## config.mk

```make
export PLATFORM = sky130hd
export DESIGN_NAME = qif_synapse
export DESIGN_NICKNAME = d
export VERILOG_FILES = /design/src/rtl/qif_synapse.sv
export SDC_FILE = /design/constraint.sdc
export NUM_CORES = 1
export LEC_CHECK = 0
export CAP_MARGIN = 20
export CORE_ASPECT_RATIO = 0.6
export CORE_MARGIN = 2
export CORE_UTILIZATION = 30
export CTS_BUF_LIST = sky130_fd_sc_hd__clkbuf_16
export CTS_CLUSTER_SIZE = 8
export DETAILED_ROUTE_END_ITERATION = 8
export DONT_BUFFER_PORTS = 1
export SYNTH_ARGS = -nofsm -noshare
export SYNTH_HDL_FRONTEND = slang
export SYNTH_SLANG_ARGS = --single-unit
```

## constraint.sdc

```tcl
create_clock -name clk -period 11.5 [get_ports clk]
set_clock_uncertainty 0.15 [all_clocks]
set_input_delay 2.3 -clock clk [delete_from_list [all_inputs] [get_ports clk]]
set_output_delay 2.3 -clock clk [all_outputs]
set_load 0.01 [all_outputs]
```

## src/rtl/qif_synapse.sv

```systemverilog
// Event-driven synaptic current source: weighted spike events are queued in a small FIFO,
// summed into a saturating signed accumulator that decays toward zero, and presented as I_syn.
module qif_synapse #(
  parameter int DEPTH        = 4,
  parameter int DECAY_PERIOD = 16,
  parameter int DECAY_SHIFT  = 3
) (
  input  logic                      clk,
  input  logic                      rst_n,
  input  logic                      ena,
  input  logic                      ev_valid,
  input  logic signed [7:0]         ev_weight,
  output logic                      ev_ready,
  output logic signed [7:0]         I_syn,
  output logic [$clog2(DEPTH):0]    ev_count,
  output logic                      sat
);

  localparam int AW = $clog2(DEPTH);
  localparam int CW = AW + 1;
  localparam int PW = (DECAY_PERIOD > 1) ? $clog2(DECAY_PERIOD) : 1;
  localparam logic [PW-1:0] PRESC_LAST = PW'(DECAY_PERIOD - 1);
  localparam logic signed [8:0] SUM_MAX = 9'sd127;
  localparam logic signed [8:0] SUM_MIN = -9'sd128;

  // One decay step; the unit step toward zero keeps small values from sticking at +/-1.
  function automatic logic signed [7:0] decay_step(input logic signed [7:0] a);
    logic signed [7:0] d;
    d = a >>> DECAY_SHIFT;
    if (d != 8'sd0)     return a - d;
    else if (a > 8'sd0) return a - 8'sd1;
    else if (a < 8'sd0) return a + 8'sd1;
    else                return a;
  endfunction

  // Returns {clamped, result}: 9-bit sum saturated into the 8-bit signed range.
  function automatic logic [8:0] sat_add(input logic signed [7:0] a,
                                         input logic signed [7:0] b);
    logic signed [8:0] s;
    s = {a[7], a} + {b[7], b};
    if (s > SUM_MAX)      return {1'b1, 8'h7F};
    else if (s < SUM_MIN) return {1'b1, 8'h80};
    else                  return {1'b0, s[7:0]};
  endfunction

  logic signed [7:0] mem_q [DEPTH];
  logic [AW-1:0]     wr_ptr_q, wr_ptr_d;
  logic [AW-1:0]     rd_ptr_q, rd_ptr_d;
  logic [CW-1:0]     count_q, count_d;
  logic [PW-1:0]     presc_q, presc_d;
  logic signed [7:0] acc_q, acc_d;
  logic              sat_q, sat_d;

  logic              push, pop, tick;
  logic signed [7:0] head_w, acc_decayed;
  logic [8:0]        add_res;

  assign ev_ready = (count_q != CW'(DEPTH));
  assign push     = ev_valid && ev_ready;
  assign pop      = ena && (count_q != '0);
  assign tick     = ena && (presc_q == PRESC_LAST);
  assign head_w   = mem_q[rd_ptr_q];

  always_comb begin
    wr_ptr_d    = wr_ptr_q;
    rd_ptr_d    = rd_ptr_q;
    count_d     = count_q + CW'(push) - CW'(pop);
    presc_d     = presc_q;
    acc_d       = acc_q;
    sat_d       = 1'b0;
    acc_decayed = acc_q;
    add_res     = '0;
    if (push) wr_ptr_d = wr_ptr_q + AW'(1);
    if (pop)  rd_ptr_d = rd_ptr_q + AW'(1);
    if (ena) begin
      presc_d = tick ? '0 : presc_q + PW'(1);
      if (tick) acc_decayed = decay_step(acc_q);
      // Decay lands first, then the popped weight is added with saturation.
      if (pop) begin
        add_res = sat_add(acc_decayed, head_w);
        sat_d   = add_res[8];
        acc_d   = add_res[7:0];
      end else begin
        acc_d = acc_decayed;
      end
    end
  end

  always_ff @(posedge clk or negedge rst_n) begin
    if (!rst_n) begin
      wr_ptr_q <= '0;
      rd_ptr_q <= '0;
      count_q  <= '0;
      presc_q  <= '0;
      acc_q    <= '0;
      sat_q    <= 1'b0;
    end else begin
      wr_ptr_q <= wr_ptr_d;
      rd_ptr_q <= rd_ptr_d;
      count_q  <= count_d;
      presc_q  <= presc_d;
      acc_q    <= acc_d;
      sat_q    <= sat_d;
    end
  end

  // Event storage carries data only; validity is tracked by the pointers and count.
  always_ff @(posedge clk) begin
    if (push) mem_q[wr_ptr_q] <= ev_weight;
  end

  assign I_syn    = acc_q;
  assign ev_count = count_q;
  assign sat      = sat_q;

endmodule

```

# == Word level (Yosys, flattened, before mapping) ==
# Memory sizes are Yosys's and may differ from the RTL's.
# Index checks and enable logic that the tools add are counted.
# op_classes
addsub,9
magnitude_cmp,4
n_eq_ne,2
n_mux,13
reduce_logical,5
# ops
op,count
2-to-1 mux 8 bit,6
2-to-1 mux 9 bit,2
adder 8 x 8 -> 9 bit,1
greater-than comparator 9 x 8 -> 1 bit (second input constant),1
< comparator 9 x 8 -> 1 bit (second input constant),1
adder 8 x 2 -> 8 bit (second input constant),1
greater-than comparator 8 x 1 -> 1 bit (second input constant),1
< comparator 8 x 1 -> 1 bit (second input constant),1
nonzero test 8 bit,1
subtractor 8 x 2 -> 8 bit (second input constant),1
subtractor 8 x 5 -> 8 bit,1
adder 2 x 1 -> 2 bit (second input constant),2
adder 4 x 1 -> 4 bit (second input constant),1
equality test 4 bit (second input constant),1
2-to-1 mux 1 bit,4
2-to-1 mux 4 bit,1
adder 3 x 1 -> 3 bit,1
logical AND 1 bit,3
!= test 3 bit (second input constant),1
nonzero test 3 bit,1
subtractor 3 x 1 -> 3 bit,1
# word_totals
register_bits,20
ramBits,32
input_bits,12
out_inout_bits,13
memories,1
# memory_table
memory,words,width,rd,rd_clocked_by_memory_dff,write_ports,line,rtl
mem_q,4,8,1,0,1,46,logic signed [7:0] mem_q [DEPTH];

# == Longest topological paths before layout ==
# logic_depth
depth_word,12
ltp_mapped,17
ltp_nobuf,17

# == Least setup slack after synthesis ==
# OpenSTA, ideal clock, no wires.
# synth_timing
path_kind,input to register
start,input port ena
end,register acc_q[2] (netlist: I_syn[2])
setup_time_ns,0.104
t_arrival_ns,4.668
path_slack_ns,6.578
path_stages,12
cell_sequence,nand2_1 nor2_1 o31a_1 o21a_1 inv_1 fa_1 nand2b_1 a21oi_1 o21ai_0 a31oi_1 o21ai_0 a221oi_1
# synth_via
elab_chain_len,8
word_cells_on_any_way,10
cone_classes,1 x add/sub; 2 x order compare; 5 x mux; 2 x reduce/logical
# synth_rtl
item,line,rtl
"start, declared",10,"input logic ena,"
logical AND 1 bit,61,assign tick = ena && (presc_q == PRESC_LAST);
2-to-1 mux 8 bit,77,if (tick) acc_decayed = decay_step(acc_q);
2-to-1 mux 8 bit,75,if (ena) begin
adder 8 x 8 -> 9 bit,40,"s = {a[7], a} + {b[7], b};"
< comparator 9 x 8 -> 1 bit,42,"else if (s < SUM_MIN) return {1'b1, 8'h80};"
2-to-1 mux 9 bit,42,
2-to-1 mux 9 bit,41,"if (s > SUM_MAX) return {1'b1, 8'h7F};"
2-to-1 mux 8 bit,79,if (pop) begin
"end signal, assigned",95,acc_q <= '0;
"end signal, assigned",102,acc_q <= acc_d;
"end, declared",51,"logic signed [7:0] acc_q, acc_d;"
# Several ways; a longest one is shown, not always the timed one. The select of a mux whose other input is x is not followed.
# A chain may end at the register's enable or synchronous reset.

# == Final worst setup path ==
# Ends and elaborated chain as after synthesis.

==> results.json <==
{
  "num_io_pins": 25,
  "netlist_area_sq_um": 3180,
  "arrival_ps": 5220,
  "fin_ws_ps": 6330,
  "synth-edff-count": 32,
  "ys_types": 52,
  "final_layout_size_suffix_gt1_frac": 0.0880,
  "globalRouteMet2Util": 0.167,
  "min_period_ps": 5170,
  "drt_iter0_markers": 132,
  "wl_mm": 6.90,
  "nFillCells": 1057,
  "r2r-end": "I_syn[2]",
  "required_ps": 11550,
  "clock_path_buffers": 2,
  "worstSetupEndpointType": "flip-flop",
  "max-cap-violations": 0,
  "critical_path.endpoint": "I_syn[2]",
  "worst-slew-pin-transition_ps": 701,
  "use_met1": 0.209,
  "clock_sinks": 52,
  "rsz0062_at_grt": "no",
  "grt_pass1_vias": 2123,
  "port_buffers": 0,
  "die_area_sq_um": 11500,
  "antenna_left": 0,
  "clk_latency_ps": 290,
  "cp_slowest_cell": "nor2_1",
  "slew_viol_final": 0,
  "synth-seq-area-share": 0.459,
  "max_stage_delay_ps": 530,
  "synthCells": 281,
  "post-cts-setup-buffers": 0,
  "r2r_slack_ps": 7120,
  "start_kind": "input port",
  "synth-warning-count": 0,
  "start_util": 0.305,
  "grt_max_degree": 21,
  "area_delta_synth_final_pct": 9.39,
  "hold_slack_ps": 372,
  "grt_util_all_layers": 0.130,
  "cp_common_cell": "o21ai_0",
  "async_flop_share": 0.385,
  "dieWidth_um": 137,
  "cts-htree-levels": 2,
  "cts_hold_buffers": 0,
  "viasPerCell": 5.17,
  "path_max_fanout": 12,
  "cts_root_buf": "clkbuf_16",
  "fp.dieH_um": 83.8,
  "setup-violations-final": 0,
  "r2r_start": "I_syn[3]",
  "hold_class": "reg2reg",
  "routabilityCongestion": 0.833,
  "clk_pin_slew_worst_paths_ps": 70,
  "ys_ff_latch": 52,
  "final_nets": 324,
  "crit_start": "ena",
  "row_count": 29,
  "grt_pass1_wl_mm": 11.5,
  "post_synth.cell_area_avg_sq_um": 11.3,
  "synth_fp_nets": 322,
  "fin_crit_sh": 0.450,
  "num_vias": 2186,
  "hold_violations": 0,
  "grt.busiest_layer": "met1",
  "ys.flop_type": "edfxtp_1",
  "fin_cells": 423,
  "critPathKind": "in2reg",
  "cts_tree": "yes",
  "grt_overflow_total": 0,
  "reg2reg_depth": 15,
  "slew-limit-headroom": 0.529,
  "numPlacedInstances": 415,
  "wl_per_cell_um": 16.3,
  "fin_setup_tns_ps": 0,
  "outcome": "complete, no violations",
  "drc": 0,
  "numCtsBuffers": 5,
  "cts_repair_resize_count": 0,
  "use_met3": 0.0383,
  "dp_slack_ps": 6050,
  "antenna_found_initial": 0,
  "coreArea_sq_um": 10500,
  "drtPass1Iterations": 4,
  "hpwl_mm": 5.29,
  "fmax_mhz": 193,
  "diodes": 0,
  "worstPathCellList": "nand2_1 -> nor2_1 -> o31a_1 -> o21a_1 -> inv_1 -> fa_1 -> nand2b_1 -> a21oi_1 -> o21ai_0 -> a31oi_1 -> o21ai_0 -> a221oi_1"
}
[synthesized netlist by cell type, drive strengths merged (5+ instances only)]
library cell / n / area (sq um)
a21o: 5 / 37.5
ha: 26 / 325
a211oi: 5 / 37.5
and3: 5 / 31.3
dfrtp: 20 / 500
nand2b: 7 / 43.8
nor3: 8 / 40.0
nor2: 17 / 71.3
nand2: 20 / 75.1
inv: 20 / 75.1
edfxtp: 32 / 961
a21oi: 13 / 65.1
mux4: 8 / 180
o21ai: 18 / 90.1
xnor2: 12 / 105
[state kept, by name, summed over array words and instances (netlist names)]
register,cells
I_syn,8
ev_count,3
mem_q,32
presc_q,4
rd_ptr_q,2
sat,1
wr_ptr_q,2
[cells in the final DEF (no fill, tap or decap), types with 4 or more instances in the layout]
master	count
a21oi_1	13
ha_1	26
dfrtp_1	20
edfxtp_1	32
xnor2_1	12
nor2_1	16
a21o_1	5
o21a_1	4
mux4_2	8
inv_1	20
nand3_1	4
clkbuf_16	5
nand4_1	4
nor3_1	8
and3_1	5
nand2_1	20
nand2b_1	7
o21ai_0	17
a211oi_1	5
[layout make-up]
| class | instances | area [sq um] | share of cell area |
|---|---|---|---|
| clock buffer | 5 | 125 | 0.0359 |
| clock inverter | 3 | 26.3 | 0.00755 |
| inverter | 20 | 75.1 | 0.0216 |
| multi-input combinational | 204 | 1620 | 0.465 |
| sequential | 52 | 1460 | 0.420 |
| tap | 139 | 174 | 0.0499 |
[worst min path at each step]
stage | startpoint | end | slack [ps] | depth (start not counted)
detailed placement | presc_q[3] | presc_q[3] | 360 | 1
global placement | presc_q[3] | presc_q[3] | 350 | 1
finish | presc_q[3] | presc_q[3] | 370 | 1
CTS | presc_q[3] | presc_q[3] | 370 | 1
global route | presc_q[3] | presc_q[3] | 380 | 1
floorplan | presc_q[3] | presc_q[3] | 320 | 1
[cells by family (layout without fill, tap and decap cells)]
group / Yosys count / in the layout / share of synthesized area
simple gates: 83 / 83 / 0.140
compound gates: 64 / 64 / 0.134
flops: 52 / 52 / 0.459
fa+ha+maj: 29 / 29 / 0.121
buf+inv: 25 / 28 / 0.0318
xor+xnor: 15 / 15 / 0.0413
mux: 13 / 13 / 0.0735
[through the flow]
step	utilization	area (sq um)
final	0.333	3480
after global routing	0.333	3480
after CTS	0.333	3480
after detailed placement	0.319	3330
after global placement	0.319	3330
after floorplan	-	3180
[worst max-delay path: cells and delay by family]
family	cells	cell delay, ps
AO/OA/AOI/OAI	7	1680
buffers and inverters	1	60
AND/OR/NAND/NOR	3	760
adder cells (fa/ha/maj)	1	420
[per-layer routing]
layer	vias up	share of wire	routed length (um)
met1	1063	0.52	3590
li1	1051	-	-
met2	64	0.39	2660
met3	8	0.086	591
met4	0	0.0070	48
met5	-	0	0
Power is left out: the tool's default activity adds up to more than one toggle a clock period on the data nets, which glitch-free logic cannot reach.
